**src/rtl/store_commit_buffer_if.sv**
```systemverilog
// Commit-stage enqueue, cache store port and load-hazard query for store_commit_buffer.
interface store_commit_buffer_if #(
  parameter int unsigned DEPTH = 8
);
  localparam int unsigned PTR_W = $clog2(DEPTH);

  logic             enq_valid_i;
  logic             enq_ready_o;
  logic [31:0]      enq_addr_i;
  logic [1:0]       enq_size_i;
  logic [31:0]      enq_data_i;
  logic             enq_misaligned_o;
  logic [29:0]      store_address_o;
  logic [31:0]      store_data_o;
  logic [3:0]       store_bm_o;
  logic             store_valid_o;
  logic             cache_done_i;
  logic [31:0]      ld_addr_i;
  logic [1:0]       ld_size_i;
  logic             ld_hazard_o;
  logic             empty_o;
  logic [PTR_W:0]   count_o;

  modport master (
    output enq_valid_i, enq_addr_i, enq_size_i, enq_data_i, cache_done_i, ld_addr_i, ld_size_i,
    input  enq_ready_o, enq_misaligned_o, store_address_o, store_data_o, store_bm_o,
           store_valid_o, ld_hazard_o, empty_o, count_o
  );

  modport slave (
    input  enq_valid_i, enq_addr_i, enq_size_i, enq_data_i, cache_done_i, ld_addr_i, ld_size_i,
    output enq_ready_o, enq_misaligned_o, store_address_o, store_data_o, store_bm_o,
           store_valid_o, ld_hazard_o, empty_o, count_o
  );
endinterface

```
**src/rtl/store_commit_buffer.sv**
```systemverilog
// FIFO of retired stores feeding the dcache store port, with byte-lane alignment
// and a load-overlap hazard check against every buffered entry.
module store_commit_buffer #(
  parameter int unsigned DEPTH = 8
) (
  input logic                 cpu_clock_i,
  input logic                 cpu_reset_i,
  store_commit_buffer_if.slave bus
);
  localparam int unsigned PTR_W = $clog2(DEPTH);
  localparam int unsigned CNT_W = PTR_W + 1;

  typedef struct packed {
    logic        valid;
    logic [29:0] addr;
    logic [31:0] data;
    logic [3:0]  bm;
  } entry_t;

  entry_t           ent_q [DEPTH];
  entry_t           ent_d [DEPTH];
  logic [PTR_W-1:0] head_q, head_d;
  logic [PTR_W-1:0] tail_q, tail_d;
  logic [CNT_W-1:0] count_q, count_d;
  logic             misaligned_q, misaligned_d;

  logic             full_c;
  logic             legal_c;
  logic             enq_fire_c;
  logic             deq_c;
  logic [3:0]       ld_mask_c;
  logic             hazard_c;

  // Byte mask for a size/offset pair; reserved size covers the whole word.
  function automatic logic [3:0] mask_of(input logic [1:0] size, input logic [1:0] off);
    case (size)
      2'b00:   return 4'b0001 << off;
      2'b01:   return 4'b0011 << off;
      default: return 4'b1111;
    endcase
  endfunction

  always_comb begin
    full_c     = (count_q == CNT_W'(DEPTH));
    legal_c    = (bus.enq_size_i == 2'b00) ||
                 (bus.enq_size_i == 2'b01 && !bus.enq_addr_i[0]) ||
                 (bus.enq_size_i == 2'b10 && bus.enq_addr_i[1:0] == 2'b00);
    enq_fire_c = bus.enq_valid_i && !full_c && legal_c;
    deq_c      = bus.cache_done_i && (count_q != '0);

    for (int i = 0; i < DEPTH; i++) ent_d[i] = ent_q[i];
    head_d       = head_q;
    tail_d       = tail_q;
    misaligned_d = bus.enq_valid_i && !full_c && !legal_c;

    if (enq_fire_c) begin
      ent_d[tail_q].valid = 1'b1;
      ent_d[tail_q].addr  = bus.enq_addr_i[31:2];
      ent_d[tail_q].data  = bus.enq_data_i << {bus.enq_addr_i[1:0], 3'b000};
      ent_d[tail_q].bm    = mask_of(bus.enq_size_i, bus.enq_addr_i[1:0]);
      tail_d              = tail_q + PTR_W'(1);
    end
    // Head and tail never coincide here unless count is 0 (no deq) or full (no enq).
    if (deq_c) begin
      ent_d[head_q].valid = 1'b0;
      head_d              = head_q + PTR_W'(1);
    end
    count_d = count_q + CNT_W'(enq_fire_c) - CNT_W'(deq_c);
  end

  // Hazard looks only at registered entries, so same-cycle enqueues are excluded.
  always_comb begin
    ld_mask_c = mask_of(bus.ld_size_i, bus.ld_addr_i[1:0]);
    hazard_c  = 1'b0;
    for (int i = 0; i < DEPTH; i++) begin
      if (ent_q[i].valid && ent_q[i].addr == bus.ld_addr_i[31:2] && |(ent_q[i].bm & ld_mask_c))
        hazard_c = 1'b1;
    end
  end

  always_ff @(posedge cpu_clock_i) begin
    if (cpu_reset_i) begin
      for (int i = 0; i < DEPTH; i++) ent_q[i] <= '0;
      head_q       <= '0;
      tail_q       <= '0;
      count_q      <= '0;
      misaligned_q <= 1'b0;
    end else begin
      for (int i = 0; i < DEPTH; i++) ent_q[i] <= ent_d[i];
      head_q       <= head_d;
      tail_q       <= tail_d;
      count_q      <= count_d;
      misaligned_q <= misaligned_d;
    end
  end

  assign bus.enq_ready_o      = !full_c;
  assign bus.enq_misaligned_o = misaligned_q;
  assign bus.store_address_o  = ent_q[head_q].addr;
  assign bus.store_data_o     = ent_q[head_q].data;
  assign bus.store_bm_o       = ent_q[head_q].bm;
  assign bus.store_valid_o    = (count_q != '0);
  assign bus.ld_hazard_o      = hazard_c;
  assign bus.empty_o          = (count_q == '0);
  assign bus.count_o          = count_q;
endmodule

```
**src/flat_wrapper.sv**
```systemverilog
// flat-port wrapper written by rule: the top's interface ports become plain ports
module store_commit_buffer_flat 
#(
  parameter int unsigned DEPTH = 8
)
  (cpu_clock_i, cpu_reset_i, bus_enq_valid_i, bus_enq_addr_i, bus_enq_size_i, bus_enq_data_i, bus_cache_done_i, bus_ld_addr_i, bus_ld_size_i, bus_enq_ready_o, bus_enq_misaligned_o, bus_store_address_o, bus_store_data_o, bus_store_bm_o, bus_store_valid_o, bus_ld_hazard_o, bus_empty_o, bus_count_o);
  store_commit_buffer_if #(.DEPTH(DEPTH)) bus_i ();
  input logic cpu_clock_i;
  input logic cpu_reset_i;
  input wire logic [$bits(bus_i.enq_valid_i)-1:0] bus_enq_valid_i;
  input wire logic [$bits(bus_i.enq_addr_i)-1:0] bus_enq_addr_i;
  input wire logic [$bits(bus_i.enq_size_i)-1:0] bus_enq_size_i;
  input wire logic [$bits(bus_i.enq_data_i)-1:0] bus_enq_data_i;
  input wire logic [$bits(bus_i.cache_done_i)-1:0] bus_cache_done_i;
  input wire logic [$bits(bus_i.ld_addr_i)-1:0] bus_ld_addr_i;
  input wire logic [$bits(bus_i.ld_size_i)-1:0] bus_ld_size_i;
  output wire logic [$bits(bus_i.enq_ready_o)-1:0] bus_enq_ready_o;
  output wire logic [$bits(bus_i.enq_misaligned_o)-1:0] bus_enq_misaligned_o;
  output wire logic [$bits(bus_i.store_address_o)-1:0] bus_store_address_o;
  output wire logic [$bits(bus_i.store_data_o)-1:0] bus_store_data_o;
  output wire logic [$bits(bus_i.store_bm_o)-1:0] bus_store_bm_o;
  output wire logic [$bits(bus_i.store_valid_o)-1:0] bus_store_valid_o;
  output wire logic [$bits(bus_i.ld_hazard_o)-1:0] bus_ld_hazard_o;
  output wire logic [$bits(bus_i.empty_o)-1:0] bus_empty_o;
  output wire logic [$bits(bus_i.count_o)-1:0] bus_count_o;
  assign bus_i.enq_valid_i = bus_enq_valid_i;
  assign bus_i.enq_addr_i = bus_enq_addr_i;
  assign bus_i.enq_size_i = bus_enq_size_i;
  assign bus_i.enq_data_i = bus_enq_data_i;
  assign bus_i.cache_done_i = bus_cache_done_i;
  assign bus_i.ld_addr_i = bus_ld_addr_i;
  assign bus_i.ld_size_i = bus_ld_size_i;
  assign bus_enq_ready_o = bus_i.enq_ready_o;
  assign bus_enq_misaligned_o = bus_i.enq_misaligned_o;
  assign bus_store_address_o = bus_i.store_address_o;
  assign bus_store_data_o = bus_i.store_data_o;
  assign bus_store_bm_o = bus_i.store_bm_o;
  assign bus_store_valid_o = bus_i.store_valid_o;
  assign bus_ld_hazard_o = bus_i.ld_hazard_o;
  assign bus_empty_o = bus_i.empty_o;
  assign bus_count_o = bus_i.count_o;
  store_commit_buffer #(.DEPTH(DEPTH)) u_core (.cpu_clock_i(cpu_clock_i), .cpu_reset_i(cpu_reset_i), .bus(bus_i));
endmodule
```
**config.mk**
```make
export PLATFORM = sky130hd
export DESIGN_NAME = store_commit_buffer_flat
export DESIGN_NICKNAME = d
export VERILOG_FILES = /design/src/rtl/store_commit_buffer_if.sv /design/src/rtl/store_commit_buffer.sv /design/src/flat_wrapper.sv
export SDC_FILE = /design/constraint.sdc
export NUM_CORES = 1
export LEC_CHECK = 0
export BUFFER_PORTS_ARGS = -buffer_cell sky130_fd_sc_hd__clkbuf_2
export CORE_MARGIN = 4
export CORE_UTILIZATION = 30
export CTS_CLUSTER_DIAMETER = 50
export DETAILED_ROUTE_END_ITERATION = 7
export PLACE_DENSITY = 0.53
export SLEW_MARGIN = 20
export SYNTH_ARGS = -nofsm -noshare
export SYNTH_HDL_FRONTEND = slang
export SYNTH_SLANG_ARGS = --single-unit
```
**constraint.sdc**
```tcl
create_clock -name cpu_clock_i -period 2.5 [get_ports cpu_clock_i]
set_input_delay 0.125 -clock cpu_clock_i [delete_from_list [all_inputs] [get_ports cpu_clock_i]]
set_output_delay 0.125 -clock cpu_clock_i [all_outputs]
set_load 0.03 [all_outputs]
```
## After elaboration in Yosys (flattened, before gate mapping)

Memories as Yosys holds them, arrays and structs flattened. A register that Yosys moved wholly into a read port is not among the register bits.
Index checks and enable logic that the tools add are counted.

| operators by class | value |
|---|---|
| $add $sub $neg | 4 |
| bitwise operators | 18 |
| equality and inequality tests | 12 |
| $lt $le $gt $ge | 4 |
| reductions and logical operators | 42 |
| multiplexer cells | 41 |
| shifts and indexed selects | 5 |

Operators with widths:

| operator | count |
|---|---|
| $bwmux 536 | 5 |
| $mux 536 | 2 |
| $demux 67 s3 | 5 |
| $mux 67 | 10 |
| $eq 30x30->1 | 8 |
| $mux 66 | 1 |
| $mux 36 | 1 |
| $and 4x4->4 | 8 |
| $reduce_or 4->1 | 8 |
| $shl 32x5->32 | 1 |
| $logic_and 1x1->1 | 24 |
| $pmux 4 s2 | 2 |
| $mux 1 | 11 |
| $ge 4x4->1 const B | 2 |
| $lt 4x1->1 const B | 2 |
| $mux 4 | 2 |
| $not 3->4 | 2 |
| $or 1x1->1 | 8 |
| $shl 1x2->4 const A | 2 |
| $shl 2x2->4 const A | 2 |
| $add 3x1->3 const B | 2 |
| $logic_not 2->1 | 3 |
| $mux 3 | 2 |
| $add 4x1->4 | 1 |
| other kinds (8) | 12 |

| word-level totals | value |
|---|---|
| memories kept | 1 |
| logic and storage cells | 131 |
| memory bits (writable) | 536 |
| flip-flop bits (word level) | 11 |
| input bits | 104 |

Memories:

| name | words | bits a word | read ports | clocked after Yosys merged registers in | write ports | line | source |
|---|---|---|---|---|---|---|---|
| u_core.ent_q | 8 | 67 | 9 | 1 | 8 | store_commit_buffer.sv:20 | `entry_t ent_q [DEPTH];` |

## Logic depth before layout (Yosys ltp)

| logic depth | value |
|---|---|
| word-level depth | 13 |
| gate-level depth with buffers | 12 |
| depth with buffers taken out | 11 |

## Least setup slack after synthesis

OpenSTA, ideal clock, no wires.

| timing path | value |
|---|---|
| kind | register to register |
| from | register u_core.count_q[2] (netlist: u_core.bus.count_o[2]) |
| to | register u_core.count_q[2] (netlist: u_core.bus.count_o[2]) |
| period minus slack after synthesis | 2.616 ns |
| buffers on the path | 1 |
| arrival | 2.489 ns |
| data required time | 2.372 ns |
| path slack | -0.116 ns |
| stages on the path, launching flop included | 13 |
| path through | dfxtp_1 -> inv_1 -> ha_1 -> nand2_1 -> and2_1 -> clkbuf_1 -> ha_1 -> inv_1 -> ha_1 -> inv_1 -> fa_1 -> xor2_1 -> nor2_1 |

| between the ends | value |
|---|---|
| elaborated cells on any way between the ends | 8 |
| those cells by class | 2 x add/sub; 1 x eq/ne; 5 x reduce/logical |

RTL lines:

| element | line | source |
|---|---|---|
| from (decl) | store_commit_buffer.sv:24 | `logic [CNT_W-1:0] count_q, count_d;` |
| from (signal assigned) | store_commit_buffer.sv:92 | `count_q <= count_d;` |
| $reduce_bool 4->1 | n/a |  |
| named net bus_store_valid_o | flat_wrapper.sv:22 | `output wire logic [$bits(bus_i.store_valid_o)-1:0] bus_store_valid_o;` |
| $logic_and 1x1->1 | store_commit_buffer.sv:49 | `deq_c = bus.cache_done_i && (count_q != '0);` |
| named net u_core.deq_c | store_commit_buffer.sv:30 | `logic deq_c;` |
| $sub 4x1->4 | store_commit_buffer.sv:68 | `count_d = count_q + CNT_W'(enq_fire_c) - CNT_W'(deq_c);` |

The timed path passes the listed nets, and every way through them passes these cells.
A chain may end at the register's enable or synchronous reset.

==> impl_metrics.csv <==
group,metric,value,unit
status,outcome,"complete, but fails checks",
status,violations,"setup timing",
clocking,cts.sinks,550,
placed_design,io_buffers,178,
worst_setup_path,path_common_cell,"nand4_1",
synthesis,synthTopCellsByCount,"dfxtp_1, nor2_1, nand2_1",
finish,area_growth,27.7,%
synthesis,yosysMostFrequentCell,"dfxtp_1",
placed_design,gp_congestion,0.968,
global_routing,grt_usage,0.214,
synthesis,ys_top_cells_by_area,"dfxtp_1, mux4_2, a21oi_1",
worst_setup_path,cp.arrival,2780,ps
synthesis,ys_ff_latch,550,
timing,finalCritPeriodShare,1.16,
drt,first_iter_violations,2498,
timing,hold_viol_final,0,
synthesis,ys.flop_type,"dfxtp_1",
drt,avgRoutedWirePerCell,23.2,um
timing,fin_crit,2910,ps
clocking,cts_tree,"yes",
worst_setup_path,critPathTopFamily,"simple AND/OR/NAND/NOR gates",
power,p_leak,11.7,nW
power,power_density,796,mW/mm^2
synthesis,syn_inst,3081,
worst_setup_path,cp_cell_sequence,"xnor2_4, nand4_1, or4_1, nor4_2, a32oi_1, nand4_1, clkbuf_8",
worst_hold_path,hp-start,"bus_enq_addr_i[0]",
floorplan,core,0.0874,sq mm
global_routing,grt_overflow,0,
synthesis,yosys.area.top_type,"dfxtp_1",
synthesis,seq_area_frac_synth,0.414,
placed_design,dp_hpwl,65400,um
floorplan,die_w,306,um
clocking,clockBufferDepth,3,
synthesis,synth_edf_count,0,
power,p_sw_frac,0.304,
global_routing,grt_start_max_net_pins,82,
finish,drive_above_1_share,0.220,
drt,ant_nets,0,
drt,drc,0,
floorplan,initial_core_util,0.304,
timing,timing.final.ws_setup,-407,ps
power,p_comb_frac,0.252,
synthesis,synth_area,0.0266,sq mm
synthesis,synth_area_per_cell,8.64,sq um
finish,nNetsFinal,3358,
clocking,clk_pin_slew_worst_paths,60,ps
timing,setup_viol,7,
clocking,htree_levels,3,
worst_setup_path,slowest_delay,600,ps
global_routing,antenna_found_initial,9,
floorplan,die-height,306,um
timing,rsz0062_at_grt,"yes",
timing,fmax,344,MHz
worst_hold_path,min_path_type,"input pin to flip-flop",
timing,relSlewSlack,0.452,
worst_setup_path,crit_slowest_cell,"or4_1",
worst_setup_path,rrSetupSlack,270,ps
timing,final.setup_skew,24.1,ps
worst_hold_path,min_path_cells,3,
worst_setup_path,ff2ff_path_depth,9,
worst_setup_path,path_max_fanout,3,
worst_setup_path,regToRegStartpoint,"u_core.bus.count_o[2]$_SDFF_PP0_",
floorplan,row_count,108,
placed_design,place_ws,-5.14,ps
synthesis,synthDistinctLibCells,46,
power,ir_worst_vdd,0.593,mV
worst_setup_path,crit_required,2380,ps
global_routing,grt_pass1_wl,152000,um
worst_hold_path,worstHoldEndpoint,"u_core.bus.enq_misaligned_o$_SDFF_PP0_",
power,power,0.0271,W
clocking,cts_root_buffer,"clkbuf_16",
global_routing,grt_pass1_vias,21990,
power,power_frac_clock,0.408,
floorplan,fp.dieArea,0.0936,sq mm
clocking,cts_buffers,74,
worst_setup_path,cp_num_buf_inv,1,
worst_setup_path,crit_path_end_kind,"primary output",
drt,vias_per_cell,5.23,
finish,final.fill_count,8622,
synthesis,synth_top_cell_area_share,0.414,
job,cap_viol_max_count,0,
power,switching_power,0.00823,W
timing,drv_slew,0,
drt,first_pass_iters,5,
power,p_int,0.0188,W
worst_setup_path,worstSetupPathType,"flip-flop to primary output",
synthesis,yosys_warnings,0,
synthesis,async_flop_share,0,
clocking,insertion_delay,650,ps
drt,vias,23342,
power,p_seq_frac,0.341,
drt,wirelength,104000,um
placed_design,placedCellCount,4241,
timing,holdWs,43.3,ps
timing,worst_slew_pin_slew,820,ps
worst_setup_path,startpoint_type,"flip-flop",
floorplan,ioPinCount,179,
synthesis,synth_fp_nets,3194,
finish,fin_cells,4459,
[kinds of logic after synthesis]
kind of cell    Yosys count  synth area share
compound gates          603             0.127
xor+xnor                246            0.0809
fa+ha+maj                 9           0.00451
buf+inv                 302            0.0484
flops                   550             0.414
mux                     224             0.150
simple gates           1147             0.175
[worst reg2reg max path, cell delays in order, from the launching register on]
cell and delay [ps]:
dfxtp_2 320, inv_1 60, ha_1 210, a21boi_1 180, buf_4 220, nand3_2 230, nor3_4 240, buf_4 360
nor2_1 90, a211oi_1 220
[area by class of cell]
cell class	instances	area, sq um	share of cell area
Antenna cell	2	5.00	0.000147
Clock buffer	95	2100	0.0618
Clock inverter	38	455	0.0134
Inverter	23	86.3	0.00254
Multi-Input combinational cell	2229	14800	0.435
Sequential cell	550	11000	0.324
Tap cell	1155	1450	0.0425
Timing Repair Buffer	367	4090	0.120
[metal layers]
layer / wire (um) / GRT usage / part of all wire / up-vias
met2: 46300 / 0.328 / 0.45 / 989
met5: 66 / 0 / 0.00064 / -
met1: 44100 / 0.292 / 0.43 / 11264
met4: 3620 / 0.0730 / 0.035 / 10
met3: 9450 / 0.0596 / 0.091 / 197
li1: - / - / - / 10882
[worst max-delay path by stage]
stage                                             endpoint  slack [ps]  cells past startpoint
after floorplan           u_core.bus.count_o[2]$_SDFF_PP0_          40                     12
after global placement                     bus_ld_hazard_o          20                      7
after detailed placement                   bus_ld_hazard_o          -5                      7
after CTS                                  bus_ld_hazard_o        -360                      8
after global routing                       bus_ld_hazard_o        -490                      8
final                                      bus_ld_hazard_o        -410                      7
[cells in the final DEF (no fill, tap or decap), drive strengths merged, types with 6 or more instances in the layout]
cell type	instances
nor2	532
dlygate4sd3	32
xnor2	227
mux4	132
xor2	19
nand4	61
dfxtp	550
mux2	82
nand2	501
ha	8
mux2i	10
nor2b	7
inv	34
clkinv	16
nor4	16
a22oi	8
buf	215
clkinvlp	6
a21oi	460
clkbuf	213
a211oi	103
[stage by stage]
step	TNS [ps]	util	instance area [sq um]
after global placement	0	0.333	29100
after global routing	-2350	0.389	34000
after CTS	-2580	0.387	33800
after floorplan	0	-	26600
final	-506	0.389	34000
after detailed placement	-5.14	0.333	29100
[power by group through the flow]
stage | combinational, W | clock (W) | sequential, W
after floorplan | 0.00314 | 0 | 0.00934
after global placement | 0.00477 | 0 | 0.00941
after detailed placement | 0.00476 | 0 | 0.00941
after CTS | 0.00663 | 0.0112 | 0.00922
after global routing | 0.00713 | 0.0116 | 0.00924
final | 0.00682 | 0.0110 | 0.00922
[what timing repair did]
action | 4_1_cts | 5_1_grt
buffers inserted | 26 | 8
resized for setup | 231 | 98
pin swaps | 20 | 2
endpoints found under the setup margin | 67 | 63
endpoints found under the hold margin | 265 | 0
gates cloned | 21 | 2
hold buffers | 32 | 0
Note: power is estimated with default switching activity, not from simulation.
